File: src/rtl/counter_timer_high_if.sv
// Register bus and chain-link signals between the high counter half and its wrapper/low half.
interface counter_timer_high_if;
    logic        reg_cfg_we;
    logic [31:0] reg_cfg_di;
    logic [31:0] reg_cfg_do;
    logic [3:0]  reg_val_we;
    logic [31:0] reg_val_di;
    logic [31:0] reg_val_do;
    logic [3:0]  reg_dat_we;
    logic [31:0] reg_dat_di;
    logic [31:0] reg_dat_do;
    logic        strobe;
    logic        is_offset;
    logic        enable_in;
    logic        stop_in;
    logic        stop_out;
    logic        enable_out;
    logic        irq_out;

    modport master (
        output reg_cfg_we, reg_cfg_di, reg_val_we, reg_val_di, reg_dat_we, reg_dat_di,
        output strobe, is_offset, enable_in, stop_in,
        input  reg_cfg_do, reg_val_do, reg_dat_do, stop_out, enable_out, irq_out
    );

    modport slave (
        input  reg_cfg_we, reg_cfg_di, reg_val_we, reg_val_di, reg_dat_we, reg_dat_di,
        input  strobe, is_offset, enable_in, stop_in,
        output reg_cfg_do, reg_val_do, reg_dat_do, stop_out, enable_out, irq_out
    );
endinterface

File: src/rtl/counter_timer_high.sv
// Upper 32-bit half of the chained 64-bit counter/timer; standalone 32-bit timer when chain=0.
module counter_timer_high (
    input  logic                 clkin,
    input  logic                 resetn,
    counter_timer_high_if.slave  bus
);
    logic        r_enable;
    logic        r_oneshot;
    logic        r_updown;
    logic        r_chain;
    logic        r_irq_ena;
    logic [31:0] r_value_reset;
    logic [31:0] r_value_cur;
    logic        r_stop_out;
    logic        r_irq_out;
    logic        r_lastenable;
    logic        r_last_term;

    logic        w_loc_enable;
    logic        w_term;
    logic        w_irq_nxt;
    logic [31:0] w_tgt;
    logic [31:0] w_step;
    logic [31:0] w_reload;
    logic [31:0] w_value_reset_nxt;
    logic [31:0] w_cur_nxt;
    logic        w_stop_nxt;
    logic        w_unused;

    function automatic logic [31:0] byte_merge(input logic [31:0] old_v,
                                               input logic [31:0] new_v,
                                               input logic [3:0]  we);
        logic [31:0] res;
        res[7:0]   = we[0] ? new_v[7:0]   : old_v[7:0];
        res[15:8]  = we[1] ? new_v[15:8]  : old_v[15:8];
        res[23:16] = we[2] ? new_v[23:16] : old_v[23:16];
        res[31:24] = we[3] ? new_v[31:24] : old_v[31:24];
        return res;
    endfunction

    assign w_unused     = ^bus.reg_cfg_di[31:5];
    assign w_loc_enable = r_chain ? (r_enable & bus.enable_in) : r_enable;
    assign w_tgt        = r_updown ? (r_value_reset - {31'd0, bus.is_offset}) : '0;
    assign w_step       = r_updown ? (r_value_cur + 32'd1) : (r_value_cur - 32'd1);
    assign w_reload     = r_updown ? '0 : r_value_reset;
    // In chain mode a terminal event needs both halves at their terminal value.
    assign w_term       = r_chain ? (bus.stop_in & r_stop_out) : r_stop_out;
    assign w_irq_nxt    = w_loc_enable & r_irq_ena & w_term & ~r_last_term & ~r_irq_out;
    assign w_value_reset_nxt = byte_merge(r_value_reset, bus.reg_val_di, bus.reg_val_we);

    always_comb begin
        w_cur_nxt  = r_value_cur;
        w_stop_nxt = r_stop_out;
        if (bus.reg_dat_we != 4'd0) begin
            w_cur_nxt = byte_merge(r_value_cur, bus.reg_dat_di, bus.reg_dat_we);
        end else if (w_loc_enable) begin
            if (!r_lastenable) begin
                w_cur_nxt  = w_reload;
                w_stop_nxt = 1'b0;
            end else if (!r_chain) begin
                if (r_value_cur == w_tgt) begin
                    if (r_oneshot) begin
                        w_stop_nxt = 1'b1;
                    end else begin
                        w_cur_nxt  = w_reload;
                        w_stop_nxt = 1'b0;
                    end
                end else begin
                    w_cur_nxt  = w_step;
                    w_stop_nxt = (w_step == w_tgt);
                end
            end else if (bus.stop_in && r_stop_out) begin
                // Reload on the same edge as the low half so the pair restarts together.
                if (r_oneshot) begin
                    w_stop_nxt = 1'b1;
                end else begin
                    w_cur_nxt  = w_reload;
                    w_stop_nxt = 1'b0;
                end
            end else if (bus.strobe) begin
                w_cur_nxt  = w_step;
                w_stop_nxt = (w_step == w_tgt);
            end else begin
                w_stop_nxt = (r_value_cur == w_tgt);
            end
        end
    end

    always_ff @(posedge clkin or negedge resetn) begin
        if (!resetn) begin
            r_enable      <= 1'b0;
            r_oneshot     <= 1'b0;
            r_updown      <= 1'b0;
            r_chain       <= 1'b0;
            r_irq_ena     <= 1'b0;
            r_value_reset <= '0;
            r_value_cur   <= '0;
            r_stop_out    <= 1'b0;
            r_irq_out     <= 1'b0;
            r_lastenable  <= 1'b0;
            r_last_term   <= 1'b0;
        end else begin
            if (bus.reg_cfg_we) begin
                r_enable  <= bus.reg_cfg_di[0];
                r_oneshot <= bus.reg_cfg_di[1];
                r_updown  <= bus.reg_cfg_di[2];
                r_chain   <= bus.reg_cfg_di[3];
                r_irq_ena <= bus.reg_cfg_di[4];
            end
            r_value_reset <= w_value_reset_nxt;
            r_value_cur   <= w_cur_nxt;
            r_stop_out    <= w_stop_nxt;
            r_irq_out     <= w_irq_nxt;
            r_lastenable  <= w_loc_enable;
            r_last_term   <= w_term;
        end
    end

    assign bus.reg_cfg_do = {27'd0, r_irq_ena, r_chain, r_updown, r_oneshot, r_enable};
    assign bus.reg_val_do = r_value_reset;
    assign bus.reg_dat_do = r_value_cur;
    assign bus.stop_out   = r_stop_out;
    assign bus.enable_out = r_enable;
    assign bus.irq_out    = r_irq_out;
endmodule

File: src/flat_wrapper.sv
// flat-port wrapper written by rule: the top's interface ports become plain ports
module counter_timer_high_flat 
  (clkin, resetn, bus_reg_cfg_we, bus_reg_cfg_di, bus_reg_val_we, bus_reg_val_di, bus_reg_dat_we, bus_reg_dat_di, bus_strobe, bus_is_offset, bus_enable_in, bus_stop_in, bus_reg_cfg_do, bus_reg_val_do, bus_reg_dat_do, bus_stop_out, bus_enable_out, bus_irq_out);
  counter_timer_high_if bus_i ();
  input  logic clkin;
  input  logic resetn;
  input wire logic [$bits(bus_i.reg_cfg_we)-1:0] bus_reg_cfg_we;
  input wire logic [$bits(bus_i.reg_cfg_di)-1:0] bus_reg_cfg_di;
  input wire logic [$bits(bus_i.reg_val_we)-1:0] bus_reg_val_we;
  input wire logic [$bits(bus_i.reg_val_di)-1:0] bus_reg_val_di;
  input wire logic [$bits(bus_i.reg_dat_we)-1:0] bus_reg_dat_we;
  input wire logic [$bits(bus_i.reg_dat_di)-1:0] bus_reg_dat_di;
  input wire logic [$bits(bus_i.strobe)-1:0] bus_strobe;
  input wire logic [$bits(bus_i.is_offset)-1:0] bus_is_offset;
  input wire logic [$bits(bus_i.enable_in)-1:0] bus_enable_in;
  input wire logic [$bits(bus_i.stop_in)-1:0] bus_stop_in;
  output wire logic [$bits(bus_i.reg_cfg_do)-1:0] bus_reg_cfg_do;
  output wire logic [$bits(bus_i.reg_val_do)-1:0] bus_reg_val_do;
  output wire logic [$bits(bus_i.reg_dat_do)-1:0] bus_reg_dat_do;
  output wire logic [$bits(bus_i.stop_out)-1:0] bus_stop_out;
  output wire logic [$bits(bus_i.enable_out)-1:0] bus_enable_out;
  output wire logic [$bits(bus_i.irq_out)-1:0] bus_irq_out;
  assign bus_i.reg_cfg_we = bus_reg_cfg_we;
  assign bus_i.reg_cfg_di = bus_reg_cfg_di;
  assign bus_i.reg_val_we = bus_reg_val_we;
  assign bus_i.reg_val_di = bus_reg_val_di;
  assign bus_i.reg_dat_we = bus_reg_dat_we;
  assign bus_i.reg_dat_di = bus_reg_dat_di;
  assign bus_i.strobe = bus_strobe;
  assign bus_i.is_offset = bus_is_offset;
  assign bus_i.enable_in = bus_enable_in;
  assign bus_i.stop_in = bus_stop_in;
  assign bus_reg_cfg_do = bus_i.reg_cfg_do;
  assign bus_reg_val_do = bus_i.reg_val_do;
  assign bus_reg_dat_do = bus_i.reg_dat_do;
  assign bus_stop_out = bus_i.stop_out;
  assign bus_enable_out = bus_i.enable_out;
  assign bus_irq_out = bus_i.irq_out;
  counter_timer_high u_core (.clkin(clkin), .resetn(resetn), .bus(bus_i));
endmodule
File: config.mk
export PLATFORM = sky130hd
export DESIGN_NAME = counter_timer_high_flat
export DESIGN_NICKNAME = d
export VERILOG_FILES = /design/src/rtl/counter_timer_high_if.sv /design/src/rtl/counter_timer_high.sv /design/src/flat_wrapper.sv
export SDC_FILE = /design/constraint.sdc
export NUM_CORES = 1
export LEC_CHECK = 0
export ABC_CLOCK_PERIOD_IN_PS = 6800
export CAP_MARGIN = 10
export CORE_MARGIN = 1
export CORE_UTILIZATION = 51
export DETAILED_ROUTE_END_ITERATION = 16
export HOLD_SLACK_MARGIN = 0.02
export PLACE_DENSITY = 0.83
export SYNTH_ARGS = -nofsm -noshare
export SYNTH_HDL_FRONTEND = slang
export SYNTH_SLANG_ARGS = --single-unit
File: constraint.sdc
create_clock -name clkin -period 6.8 [get_ports clkin]
set_input_delay 1.36 -clock clkin [delete_from_list [all_inputs] [get_ports clkin]]
set_output_delay 1.36 -clock clkin [all_outputs]
set_load 0.005 [all_outputs]
==> reports/results.ini <==
[global_route]
grt_pass1_wl_um=44800
antenna_found_initial=0
grt_pass1_vias=8012
grt_overflow=0
grtUsageTotal_pct=34.8
grt_max_degree=74

[yosys]
dominantRegCellSynth=dfrtp_1
synth_edf_count=0
async_flop_share_pct=100
yosysUniqueCellTypes=83
ys_seq_area_share_pct=22.0
synth.largest_area_cell=dfrtp_1
synth.avg_cell_area_um2=7.84
netlist_instances=1061
synth-seq-cells=73
netlist.area_leader.share_pct=22.0
synth_area_um2=8310
yosys_warnings=0
netlist_top_cells_area=dfrtp_1 (22%), xnor2_1 (5.6%), a21oi_1 (5.1%)

[layout]
regArea_um2=1830
final_cells=1386
final_common_cell=clkdlybuf4s50_1
final_nets=1309
fill_cells=1429
n_antenna_cell=0
layout_common_cells=clkdlybuf4s50_1 (154), nand2_1 (95), a21oi_1 (84)
synthToLayoutAreaGrowth_pct=22.1
multi_input_area_um2=5960
final_util_pct=63.9
finish.instance_area_um2=10200
layout-drive-gt1-share_pct=7.44

[power]
leakagePower_nw=3.91
power_density_nw_per_um2=229
vdd_drop_max_mv=0.140
fin_total_pwr_mw=2.32

[sta]
finalClockSkew_ns=0.0114
tightest_slew_ns=1.07
slew_headroom_pct=28.6
fmax_mhz=170
setup_violations=0
hold_ws_ns=0.535
finalWorstSetupSlack_ns=0.904
period_minus_slack_ns=5.90
slew_violations=0
rsz0062_at_grt=false
fin_setup_tns_ns=0
fin_crit_sh_pct=86.7
hold_violations=0

[clocking]
clk_transition_reported_paths_ns=0.06
cts_buffers=9
clk_latency_ns=0.35
cts_root_buf=clkbuf_16
cts_tree=yes
ctsLongestPathBuffers=2
cts.sinks=73
h-tree-depth=3
cts_resized=0
cts_setup_buffers=0
cts_hold_buf=0

[critical_path]
critical_path_required_ns=7.01
critPathLaunchType=input port
cp_cell_sequence=clkdlybuf4s50_1 -> ha_1 -> ha_1 -> or4b_1 -> or3_1 -> o31a_1 -> or2_1 -> or3_1 -> o211ai_1 -> o221ai_2 -> o31ai_4 -> mux2i_1 -> a221oi_1 -> nor3_1
endpoint_kind=flip-flop
crit_type=in -> reg
cp.arrival_ns=6.11
critPathMaxFanout=12
cp_slowest_cell=or4b_1
critical-path-max-stage-delay_ns=0.66

[flow_run]
maxCapViolations=0

[routing]
wl_um=29000
vias=9019
wl_per_cell_um=20.9
first_pass_iters=5
route.detailed.drc=0
antenna_left=0
initialDrtViolationCount=1072
viasPerCell=6.51

[place]
dp_hpwl_um=21800
port_buffers=155
postPlaceCellArea_um2=9810
finalWeightedCongestion=1.02
placed_cells=1370
dp_slack_ns=0.714

[outcome]
status=finished clean

[worst_hold_path]
hp-class=reg -> reg

[floorplanning]
fp.dieW_um=130
start_util_pct=52.3
coreArea_um2=15900
design.die.area_um2=16800
fp.dieH_um=130
rows=46
ioPinCount=210

==> cell type report <==
cell class / instances / share of cell area (%)
Clock buffer: 9 / 2.22
Clock inverter: 7 / 1.16
Inverter: 25 / 0.924
Multi-Input combinational cell: 887 / 58.7
Sequential cell: 73 / 18.0
Tap cell: 216 / 2.66
Timing Repair Buffer: 169 / 16.3
==> state kept, by name, indices dropped and copies added, names as in the netlist <==
name                   count
u_core.r_lastenable        1
u_core.r_chain             1
u_core.r_updown            1
u_core.bus.enable_out      1
u_core.bus.reg_val_do     32
u_core.r_irq_ena           1
u_core.r_oneshot           1
u_core.bus.irq_out         1
u_core.bus.reg_dat_do     32
u_core.bus.stop_out        1
u_core.r_last_term         1
==> cell families after synthesis <==
logic type      share of synthesized area, %
simple gates                            23.0
compound gates                          26.9
buf+inv                                 7.57
xor+xnor                                8.80
flops                                   22.0
mux                                     6.68
fa+ha+maj                               5.06
other cells                           0.0451
==> where the power goes <==
part	total, mW	switching [mW]	internal [mW]
Clock	0.566	0.206	0.359
Combinational	1.13	0.622	0.511
Sequential	0.622	0.139	0.483
==> cells in the mapped netlist (5+ instances only) <==
library cell,count
a21o_1,19
or4_1,14
a22oi_1,8
nor4_2,6
nor3_1,19
nor3b_1,8
buf_1,7
a211oi_1,17
nand4_1,17
nor2b_1,5
xnor2_1,53
o32ai_1,5
and3_1,10
xor2_1,28
nand3_1,25
or3_1,9
nand2_1,95
o21ai_0,77
dfrtp_1,73
o31ai_1,9
mux2_2,28
clkbuf_1,52
inv_1,24
nor2_1,79
o211ai_1,10
a221oi_1,5
mux2i_1,24
a41oi_1,5
a21oi_1,84
a31oi_1,20
buf_4,32
o21a_1,10
and2_1,11
nand2b_1,16
a211o_1,7
buf_2,8
nor4_1,15
ha_1,32
==> layer usage <==
metal  vias to the layer above  track usage [%]  wire, um
li1                       4138                -         -
met1                      4170             51.2     12400
met2                       624             50.8     12200
met3                        87             5.04      3350
met4                         0             14.0       996
met5                         -                0         0
==> final timing paths <==
| check | slack (ns) | startpoint | cells after the start | endpoint |
|---|---|---|---|---|
| max in group asynchronous | 4.94 | resetn | 1 | u_core.r_updown$_DFFE_PN0P_ |
| min | 0.54 | u_core.r_irq_ena$_DFFE_PN0P_ | 1 | u_core.r_irq_ena$_DFFE_PN0P_ |
| min reg2reg | 0.54 | u_core.r_irq_ena$_DFFE_PN0P_ | 1 | u_core.r_irq_ena$_DFFE_PN0P_ |
| max | 0.90 | bus_is_offset | 14 | u_core.bus.reg_dat_do[7]$_DFFE_PN0P_ |
| min in group asynchronous | 1.18 | resetn | 1 | u_core.bus.reg_val_do[0]$_DFFE_PN0P_ |
| max reg2reg | 1.85 | u_core.bus.reg_val_do[0]$_DFFE_PN0P_ | 14 | u_core.bus.reg_dat_do[7]$_DFFE_PN0P_ |
==> critical path, delay by kind of cell <==
kind | cells | cell delay, ns
buf+inv | 1 | 0.46
simple gates | 5 | 1.92
mux | 1 | 0.15
fa+ha+maj | 2 | 0.45
compound gates | 5 | 1.75
Power figures use the tool's default switching activity.
